### src/rtl/pipeline_ctrl.sv
// rtl/pipeline_ctrl.sv - stall/flush/halt control for the five-stage pipeline registers.
// Optional performance counters are built when PIPECTRL_PERF_EN is defined.
module pipeline_ctrl #(
  parameter int DRAIN_DEPTH = 3,
  parameter int CNT_W       = 32
) (
  input  logic             CLK,
  input  logic             RST,
  input  logic             ihit,
  input  logic             dhit,
  input  logic             exmem_MemRead,
  input  logic             exmem_MemWrite,
  input  logic             exmem_branch_taken,
  input  logic             idex_MemRead,
  input  logic [4:0]       idex_rt,
  input  logic [4:0]       ifid_rs,
  input  logic [4:0]       ifid_rt,
  input  logic             ifid_halt,
  output logic             pc_WEN,
  output logic             ifid_WEN,
  output logic             idex_WEN,
  output logic             exmem_WEN,
  output logic             memwb_WEN,
  output logic             ifid_flush,
  output logic             idex_flush,
  output logic             exmem_flush,
  output logic             memwb_flush,
  output logic             halt,
  output logic [CNT_W-1:0] stall_cycles,
  output logic [CNT_W-1:0] flush_events
);

  typedef enum logic [1:0] {ST_RUN, ST_DRAIN, ST_HALTED} state_e;

  localparam logic [1:0] DRAIN_MAX = 2'(DRAIN_DEPTH);

  state_e     state_q, state_d;
  logic [1:0] drain_cnt_q, drain_cnt_d;
  logic       halt_q, halt_d;
  logic       dmem_wait, load_use, advancing, branch_fire;

  always_comb begin
    dmem_wait   = (exmem_MemRead | exmem_MemWrite) & ~dhit;
    load_use    = idex_MemRead & (idex_rt != 5'd0) &
                  ((idex_rt == ifid_rs) | (idex_rt == ifid_rt));
    advancing   = ~RST & (state_q != ST_HALTED) & ~dmem_wait;
    branch_fire = advancing & exmem_branch_taken;
  end

  // Priority chain: each branch only overrides the fields its rule names.
  always_comb begin
    pc_WEN      = 1'b1;
    ifid_WEN    = 1'b1;
    idex_WEN    = 1'b1;
    exmem_WEN   = 1'b1;
    memwb_WEN   = 1'b1;
    ifid_flush  = 1'b0;
    idex_flush  = 1'b0;
    exmem_flush = 1'b0;
    memwb_flush = 1'b0;
    if (RST) begin
      {pc_WEN, ifid_WEN, idex_WEN, exmem_WEN, memwb_WEN} = 5'b0;
      {ifid_flush, idex_flush, exmem_flush, memwb_flush} = 4'b1111;
    end else if (state_q == ST_HALTED || dmem_wait) begin
      {pc_WEN, ifid_WEN, idex_WEN, exmem_WEN, memwb_WEN} = 5'b0;
    end else if (exmem_branch_taken) begin
      ifid_flush  = 1'b1;
      idex_flush  = 1'b1;
      exmem_flush = 1'b1;
    end else if (load_use) begin
      pc_WEN     = 1'b0;
      ifid_WEN   = 1'b0;
      idex_flush = 1'b1;
    end else if (state_q == ST_DRAIN) begin
      pc_WEN     = 1'b0;
      ifid_flush = 1'b1;
    end else if (!ihit) begin
      pc_WEN     = 1'b0;
      ifid_WEN   = 1'b0;
      idex_flush = 1'b1;
    end
  end

  always_comb begin
    state_d     = state_q;
    drain_cnt_d = drain_cnt_q;
    if (advancing) begin
      case (state_q)
        ST_RUN: begin
          if (ifid_halt && !exmem_branch_taken && !load_use && ihit) begin
            state_d     = ST_DRAIN;
            drain_cnt_d = 2'd1;
          end
        end
        ST_DRAIN: begin
          // A taken branch in MEM is older than the halt, so the halt is squashed.
          if (branch_fire) begin
            state_d     = ST_RUN;
            drain_cnt_d = 2'd0;
          end else if (drain_cnt_q == DRAIN_MAX) begin
            state_d = ST_HALTED;
          end else begin
            drain_cnt_d = drain_cnt_q + 2'd1;
          end
        end
        default: ;
      endcase
    end
    halt_d = (state_d == ST_HALTED);
  end

  always_ff @(posedge CLK) begin
    if (RST) begin
      state_q     <= ST_RUN;
      drain_cnt_q <= 2'd0;
      halt_q      <= 1'b0;
    end else begin
      state_q     <= state_d;
      drain_cnt_q <= drain_cnt_d;
      halt_q      <= halt_d;
    end
  end

  assign halt = halt_q;

`ifdef PIPECTRL_PERF_EN
  logic [CNT_W-1:0] stall_cycles_q, stall_cycles_d;
  logic [CNT_W-1:0] flush_events_q, flush_events_d;

  always_comb begin
    stall_cycles_d = stall_cycles_q;
    flush_events_d = flush_events_q;
    if (state_q != ST_HALTED) begin
      if (!pc_WEN) stall_cycles_d = stall_cycles_q + CNT_W'(1);
      if (branch_fire) flush_events_d = flush_events_q + CNT_W'(1);
    end
  end

  always_ff @(posedge CLK) begin
    if (RST) begin
      stall_cycles_q <= '0;
      flush_events_q <= '0;
    end else begin
      stall_cycles_q <= stall_cycles_d;
      flush_events_q <= flush_events_d;
    end
  end

  assign stall_cycles = stall_cycles_q;
  assign flush_events = flush_events_q;
`else
  assign stall_cycles = '0;
  assign flush_events = '0;
`endif

endmodule

### config.mk
export PLATFORM = sky130hd
export DESIGN_NAME = pipeline_ctrl
export DESIGN_NICKNAME = d
export VERILOG_FILES = /design/src/rtl/pipeline_ctrl.sv
export SDC_FILE = /design/constraint.sdc
export NUM_CORES = 1
export LEC_CHECK = 0
export CAP_MARGIN = 0
export CORE_ASPECT_RATIO = 1.2
export CORE_MARGIN = 2
export CORE_UTILIZATION = 31
export CTS_CLUSTER_SIZE = 14
export DETAILED_ROUTE_END_ITERATION = 6
export PLACE_DENSITY = 0.88
export SETUP_SLACK_MARGIN = 0.1
export SLEW_MARGIN = 30
export SYNTH_ARGS = -nofsm -noshare
export SYNTH_HDL_FRONTEND = slang
export SYNTH_SLANG_ARGS = --single-unit
### constraint.sdc
create_clock -name CLK -period 1.5 [get_ports CLK]
set_input_delay 0.15 -clock CLK [delete_from_list [all_inputs] [get_ports CLK]]
set_output_delay 0.15 -clock CLK [all_outputs]
set_load 0.03 [all_outputs]
## Yosys cells after proc, flatten, opt, wreduce, memory -nomap -nowiden

Cells that the tools add are included.

- Multiplexer cells: 37
- Reduce and logical (&&, ||, !) cells: 10
- Bitwise gates (word level): 11
- Equality and inequality tests: 9
- Add/sub/neg operators: 1

Operators by type and width:

| cell | number |
|---|---|
| $mux W1 | 28 |
| $mux W2 | 7 |
| $eq A5 B5 Y1 | 2 |
| $pmux W2 S2 | 2 |
| $and A1 B1 Y1 | 6 |
| $eq A2 B2 Y1 const B | 3 |
| $reduce_bool A5 Y1 | 1 |
| $ne A2 B2 Y1 const B | 2 |
| $reduce_and A4 Y1 | 1 |
| $logic_and A1 B1 Y1 | 3 |
| $ne A3 B3 Y1 const B | 1 |
| $not A1 Y1 | 3 |
| $add A2 B1 Y2 const B | 1 |
| $eq A2 B1 Y1 const B | 1 |
| $logic_not A1 Y1 | 2 |
| $logic_not A2 Y1 | 1 |
| $or A1 B1 Y1 | 2 |
| $reduce_bool A2 Y1 | 1 |
| $logic_or A1 B1 Y1 | 1 |

- Word-level logic and storage cells: 71
- Bits in registers: 5
- Bits of input ports: 24
- Output and inout bits: 74

## Longest topological paths before layout

Gate-level depths: netlist (run 1).

- Depth in word-level cells: 10
- Mapped depth: 6
- Depth with buffers taken out: 6

## Worst setup path after synthesis (run 1)

Ideal clock, no wire load.

- Kind: input to output
- Start: input idex_rt[1]
- End: output ifid_flush
- Buffers on the path: 0
- Setup slack: -0.453 ns
- Required time: 1.350 ns
- Stages on the path: 4
- Arrival: 1.803 ns
- Path through: or4_4 -> o21a_1 -> and2_1 -> o31ai_1

- Word-level cells in the longest chain between the ends: 7
- Elaborated cells between the ends (all ways): 10
- Classes of those cells: eq/ne (2); mux (4); bitwise (3); reduce/logical (1)

RTL lines:

| what | RTL line | RTL |
|---|---|---|
| start: declaration | 15 | `input logic [4:0] idex_rt,` |
| $eq A5 B5 Y1 or $reduce_bool A5 Y1 (tied branches) | 45, 44 |  |
| $or A1 B1 Y1 or $and A1 B1 Y1 (tied branches) | 45, 44 |  |
| $and A1 B1 Y1 (*) | 44 | `load_use = idex_MemRead & (idex_rt != 5'd0) &` |
| $mux W1 (*) | 70 | `end else if (load_use) begin` |
| $mux W1 (*) | 66 | `end else if (exmem_branch_taken) begin` |
| $mux W1 (*) | 64 | `end else if (state_q == ST_HALTED \|\| dmem_wait) begin` |
| $mux W1 (*) | 61 | `if (RST) begin` |
| end: declaration | 24 | `output logic ifid_flush,` |

Mark *: on every way between the ends. The rest lies on a longest branch, timed or not.

## Final worst setup path (run 1)

Same ends and word-level chain as after synthesis.

==> reports/qor.csv, run 1 <==
metric,value,unit
status,"finished, violations left",
violations,setup timing,
powerDensity,622,nW/µm²
synthMuxAreaShare,0.962,%
dp_hpwl,1830,µm
cts_tree,built,
cts_max_level,1,
vdd_drop_max,0.387,mV
layout.nets,225,
yosys.area_share.simple,13.3,%
synth_top_area_share,48.3,%
num_vias,918,
cts_buffer_depth,2,
synth_top_family_by_area,buffers and inverters,
netlist_area,1040,µm²
leakage,0.000737,µW
gr-total-overflow,0,
grt_max_degree,10,
antennaDiodeCount,0,
worst_slack,-141,ps
slew_violations,0,
avgSynthCellArea,7.33,µm²
synthAdderAreaFrac,1.20,%
initial_core_util,31.7,%
final_common_cell,conb_1,
synth_xor_area_share,8.41,%
ys_seq_area_share,9.62,%
path_clk_slew,40,ps
drt_wl_total,2200,µm
cts.sinks,5,
fin_area,1480,µm²
hold_viol_final,0,
drtIter0Drc,2,
final_cell_mix,"64 x conb_1, 26 x buf_4, 14 x dlygate4sd2_1, 13 x buf_6",
die_h,67.5,µm
place_area,1290,µm²
crit_type,input pin to primary output,
cts_root_buf,clkbuf_8,
grt_pass1_wl,3370,µm
rows,23,
area_delta_synth_final,42.3,%
postRouteAntennaNets,0,
total_power,921,µW
finalCritPeriodShare,109,%
post-route-util,45.2,%
top_level_ports,98,
path_max_fanout,2,
crit_arrival,1490,ps
core-area,3280,µm²
skew,0.295,ps
synth_cell_types,29,
max_cap_viol_count,0,
globalRouteTotalUtil,11.1,%
avgViaCountPerCell,3.89,
synth_cells,142,
period_minus_slack,1640,ps
dieArea,3840,µm²
numCtsBuffers,3,
drive_gt1_share,32.2,%
clk_latency,220,ps
hold_buffers,0,
antenna_found_initial,0,
cp-start-kind,input pin,
first_pass_iters,2,
rsz0062_at_grt,yes,
synth-seq-cells,5,
gp_congestion,0.926,
fp.dieW,56.9,µm
finalSetupViolCount,6,
end_kind,primary output,
synth_warnings,0,
synthTopCellsByArea,"buf_4 48%, dfxtp_1 9.6%, xnor2_1 8.4%",
drc,0,
synth-compound-area-share,15.3,%
synth_area_leader_cell,buf_4,
setup_tns,-597,ps
wl_per_cell,9.34,µm
crit_required,1350,ps
max_freq,610,MHz
hold_class,register to register,
io_buffers,33,
first_global_vias,817,
critical path, cell delays in order:
cell	delay [ps]
buf_6	90
or4_4	530
o21a_4	220
and2_4	160
o31ai_4	170
buf_6	160
timing repair:
action | 4_1_cts | 5_1_grt
pin swaps | 25 | 8
gates resized for setup | 50 | 9
buffers inserted | 4 | 3
setup endpoints to repair | 11 | 10
cloned | 0 | 0
metal layers:
| metal | wire length (µm) | vias up | track usage, % |
|---|---|---|---|
| met5 | 0 | - | 0 |
| met4 | 45 | 0 | 5.81 |
| met3 | 238 | 7 | 2.49 |
| met2 | 1200 | 64 | 21.4 |
| met1 | 725 | 401 | 11.1 |
| li1 | - | 446 | - |
path summary, 6_finish.rpt:
kind / from / end / slack (ps) / depth (start not counted)
max reg2reg: drain_cnt_q[0] / drain_cnt_q[0] / 80 / 6
max: idex_rt[1] / ifid_flush / -140 / 6
min reg2reg: drain_cnt_q[0] / drain_cnt_q[0] / 480 / 2
min: drain_cnt_q[0] / drain_cnt_q[0] / 480 / 2
power by group:
| part | total [µW] | internal [µW] | switching [µW] | leakage (µW) |
|---|---|---|---|---|
| Sequential | 139 | 136 | 3.29 | 0.0000418 |
| Combinational | 526 | 175 | 351 | 0.000672 |
| Clock | 256 | 183 | 72.8 | 0.0000228 |
through the flow:
step	worst slack [ps]	instances	hold slack (ps)
2_1_floorplan	-9.04	205	430
3_3_place_gp	-520	225	455
3_5_place_dp	-517	225	462
4_1_cts	-224	233	477
5_1_grt	-178	236	492
6_report	-141	236	478
cell type report:
cell class / instances / area, µm²
Fill cell: 337 / 1800
Multi-Input combinational cell: 126 / 738
Timing Repair Buffer: 60 / 529
Sequential cell: 5 / 105
Tap cell: 37 / 46.3
Clock buffer: 4 / 45.0
Inverter: 4 / 17.5
flip-flops by register name, indices dropped and copies added, names as in the netlist:
| name | flops |
|---|---|
| halt | 1 |
| drain_cnt_q | 2 |
| state_q | 2 |
synth_stat cells:
cell       n
o21a_1     5
and2_1     2
o21ba_2    1
a21oi_2    1
dfxtp_1    5
buf_4     67
a21oi_1    7
a31oi_1    1
nor2b_1    1
o32ai_2    1
nor3b_1    1
xnor2_1   10
mux2i_1    1
inv_1      4
nor2_1     8
conb_1     1
o32ai_1    2
nand3_1    3
nand2b_1   1
clkbuf_1   3
or4_4      1
o21ai_0    1
nand3b_1   1
nand4b_1   1
o31ai_1    1
nand2_1    9
ha_1       1
o22ai_1    1
o21ai_2    1
cells by family (layout without fill, tap and decap cells):
group | after synthesis | in the layout
buf+inv | 74 | 68
simple gates | 28 | 28
compound gates | 22 | 22
xor+xnor | 10 | 10
flops | 5 | 5
fa+ha+maj | 1 | 1
other cells | 1 | 64
mux | 1 | 1
No activity file was read; power rests on OpenSTA's default activity.
==> run 2: changes to the inputs <==
--- a/config.mk
+++ b/config.mk
@@ -5,8 +5,6 @@
 export SDC_FILE = /design/constraint.sdc
 export NUM_CORES = 1
 export LEC_CHECK = 0
-export CAP_MARGIN = 0
-export CORE_ASPECT_RATIO = 1.2
 export CORE_MARGIN = 2
 export CORE_UTILIZATION = 31
 export CTS_CLUSTER_SIZE = 14
==> run 2 against run 1 <==
Against the previous run: wire length increased by 0.86%; largest cell class unchanged; hold slack improved by 15 ps; non-clock buffer count is 5 lower; highest routed layer unchanged; sequential share of layout area increased by 0.40 points; first-iteration DRC count grew to 7.5 times the previous value; utilization shrank 0.43 points; the flow still finishes with violations (setup timing).
==> reports/qor.csv, run 2 (synthesis gave the netlist of run 1 again) <==
metric,value,unit,change
drtIter0Drc,15,,was 2
crit_arrival,1490,ps,about the same
cp-start-kind,input pin,,unchanged
place_area,1260,µm²,was 1290 µm²
worst_slack,-145,ps,was -141 ps
max_cap_viol_count,0,,unchanged
cts.sinks,5,,unchanged
core-area,3280,µm²,about the same
powerDensity,557,nW/µm²,was 622 nW/µm²
hold_class,register to register,,unchanged
slew_violations,0,,unchanged
first_global_vias,705,,was 817
seqCellArea,110,µm²,was 105 µm²
holdPathStages,2,,unchanged
cts_tree,built,,unchanged
crit_start,idex_rt[1],,unchanged
crit_type,input pin to primary output,,unchanged
worst_path_most_repeated_cell,buf_6,,unchanged
io_buffers,33,,unchanged
finalSetupViolCount,6,,unchanged
cpPeakStageDelay,540,ps,was 530 ps
die_h,62.0,µm,was 67.5 µm
cts_buffer_depth,2,,unchanged
globalRouteTotalUtil,10.6,%,was 11.1%
numCtsBuffers,3,,unchanged
postRouteAntennaNets,0,,unchanged
r2r-start,drain_cnt_q[0],,unchanged
first_pass_iters,4,,was 2
ff2ff_path_depth,6,,unchanged
cts_max_level,1,,unchanged
cp_top_family,simple AND/OR/NAND/NOR gates,,unchanged
num_vias,914,,was 918
finalCritPeriodShare,110,%,was 109%
final_cell_mix,"64 x conb_1, 22 x buf_4, 13 x dlygate4sd2_1, 11 x buf_6, 9 x nand2_1",,"was 64 x conb_1, 26 x buf_4, 14 x dlygate4sd2_1, 13 x buf_6"
crit_chain,buf_6 > or4_4 > o21a_4 > and2_4 > o31ai_4 > buf_6,,unchanged
r2r-end,drain_cnt_q[0],,unchanged
status,"finished, violations left",,unchanged
grt_max_degree,10,,unchanged
initial_core_util,31.7,%,about the same
violations,setup timing,,unchanged
gp_congestion,0.830,,was 0.926
gr-total-overflow,0,,unchanged
reg2reg_slack,90,ps,was 80 ps
top_level_ports,98,,unchanged
holdPathEnd,drain_cnt_q[0],,unchanged
path_clk_slew,40,ps,about the same
crit_slowest_cell,or4_4,,unchanged
antenna_found_initial,0,,unchanged
vdd_drop_max,0.247,mV,was 0.387 mV
final_common_cell,conb_1,,unchanged
rsz0062_at_grt,yes,,unchanged
post-route-util,44.7,%,was 45.2%
avgViaCountPerCell,3.81,,was 3.89
min_from,drain_cnt_q[0],,unchanged
dieArea,3840,µm²,about the same
grt_pass1_wl,2990,µm,was 3370 µm
drt_wl_total,2220,µm,was 2200 µm
period_minus_slack,1640,ps,about the same
multi_input_area,779,µm²,was 738 µm²
hold_buffers,0,,unchanged
fin_area,1470,µm²,was 1480 µm²
cts_root_buf,clkbuf_4,,was clkbuf_8
drive_gt1_share,34.0,%,was 32.2%
wl_per_cell,9.26,µm,was 9.34 µm
leakage,0.000711,µW,was 0.000737 µW
rows,21,,was 23
antennaDiodeCount,0,,unchanged
area_delta_synth_final,41.1,%,was 42.3%
path_max_fanout,3,,was 2
crit_required,1350,ps,about the same
path_buf_inv,2,,unchanged
drc,0,,unchanged
end_kind,primary output,,unchanged
skew,4.91,ps,was 0.295 ps
num-fill-cells,375,,was 337
layout.nets,220,,was 225
max_freq,608,MHz,was 610 MHz
dp_hpwl,1700,µm,was 1830 µm
hold_viol_final,0,,unchanged
clk_latency,240,ps,was 220 ps
fp.dieW,62.0,µm,was 56.9 µm
run 2: changes by cell type in the layout (fill, tap and decap cells not counted), sizes merged:
| cell | before | now |
|---|---|---|
| clkbuf | 4 | 5 |
| dlygate4sd2 | 14 | 13 |
| buf | 40 | 35 |
run 2: repair_timing:
item                                    CTS  global route
pin swaps                                11            15
gates cloned                              0             0
resized for setup                        53            17
endpoints found under the setup margin   11            10
setup buffers                             3             5
run 2: final cells by class:
| class | count | share of cell area, % |
|---|---|---|
| multi-input combinational | 126 | 53.1 |
| sequential | 5 | 7.50 |
| inverter | 4 | 1.19 |
| tap | 46 | 3.92 |
| clock buffer | 4 | 1.79 |
| timing repair buffer | 55 | 32.5 |
run 2: through the flow:
step	setup TNS (ps)	power (µW)	cells	hold WS (ps)	setup slack [ps]
6_report	-429	819	240	493	-145
5_1_grt	-710	876	240	510	-183
4_1_cts	-623	803	236	489	-242
3_5_place_dp	-3560	620	229	472	-543
3_3_place_gp	-3250	614	229	460	-496
2_1_floorplan	-9.04	614	205	430	-9.04
run 2: where the power goes:
group          switching [µW]  internal (µW)
Combinational             357            167
Sequential               5.34            135
Clock                    54.2            101
run 2: worst max path at each step:
stage / to / cells after the start
CTS: ifid_flush / 6
finish: ifid_flush / 6
global placement: ifid_flush / 6
global route: ifid_flush / 6
floorplan: ifid_flush / 4
detailed placement: ifid_WEN / 8
run 2: layer usage:
metal / track usage, % / share of wire (%)
met2: 21.4 / 57
met1: 10.1 / 33
met3: 3.31 / 9.7
met5: 0 / 0
met4: 2.74 / 0.85
run 2: tightest hold or removal path, delay by kind of cell, from the launching register on:
family | cells | cell delay [ps]
AND/OR/NAND/NOR | 1 | 60
flip-flops | 1 | 330
multiplexers | 1 | 50
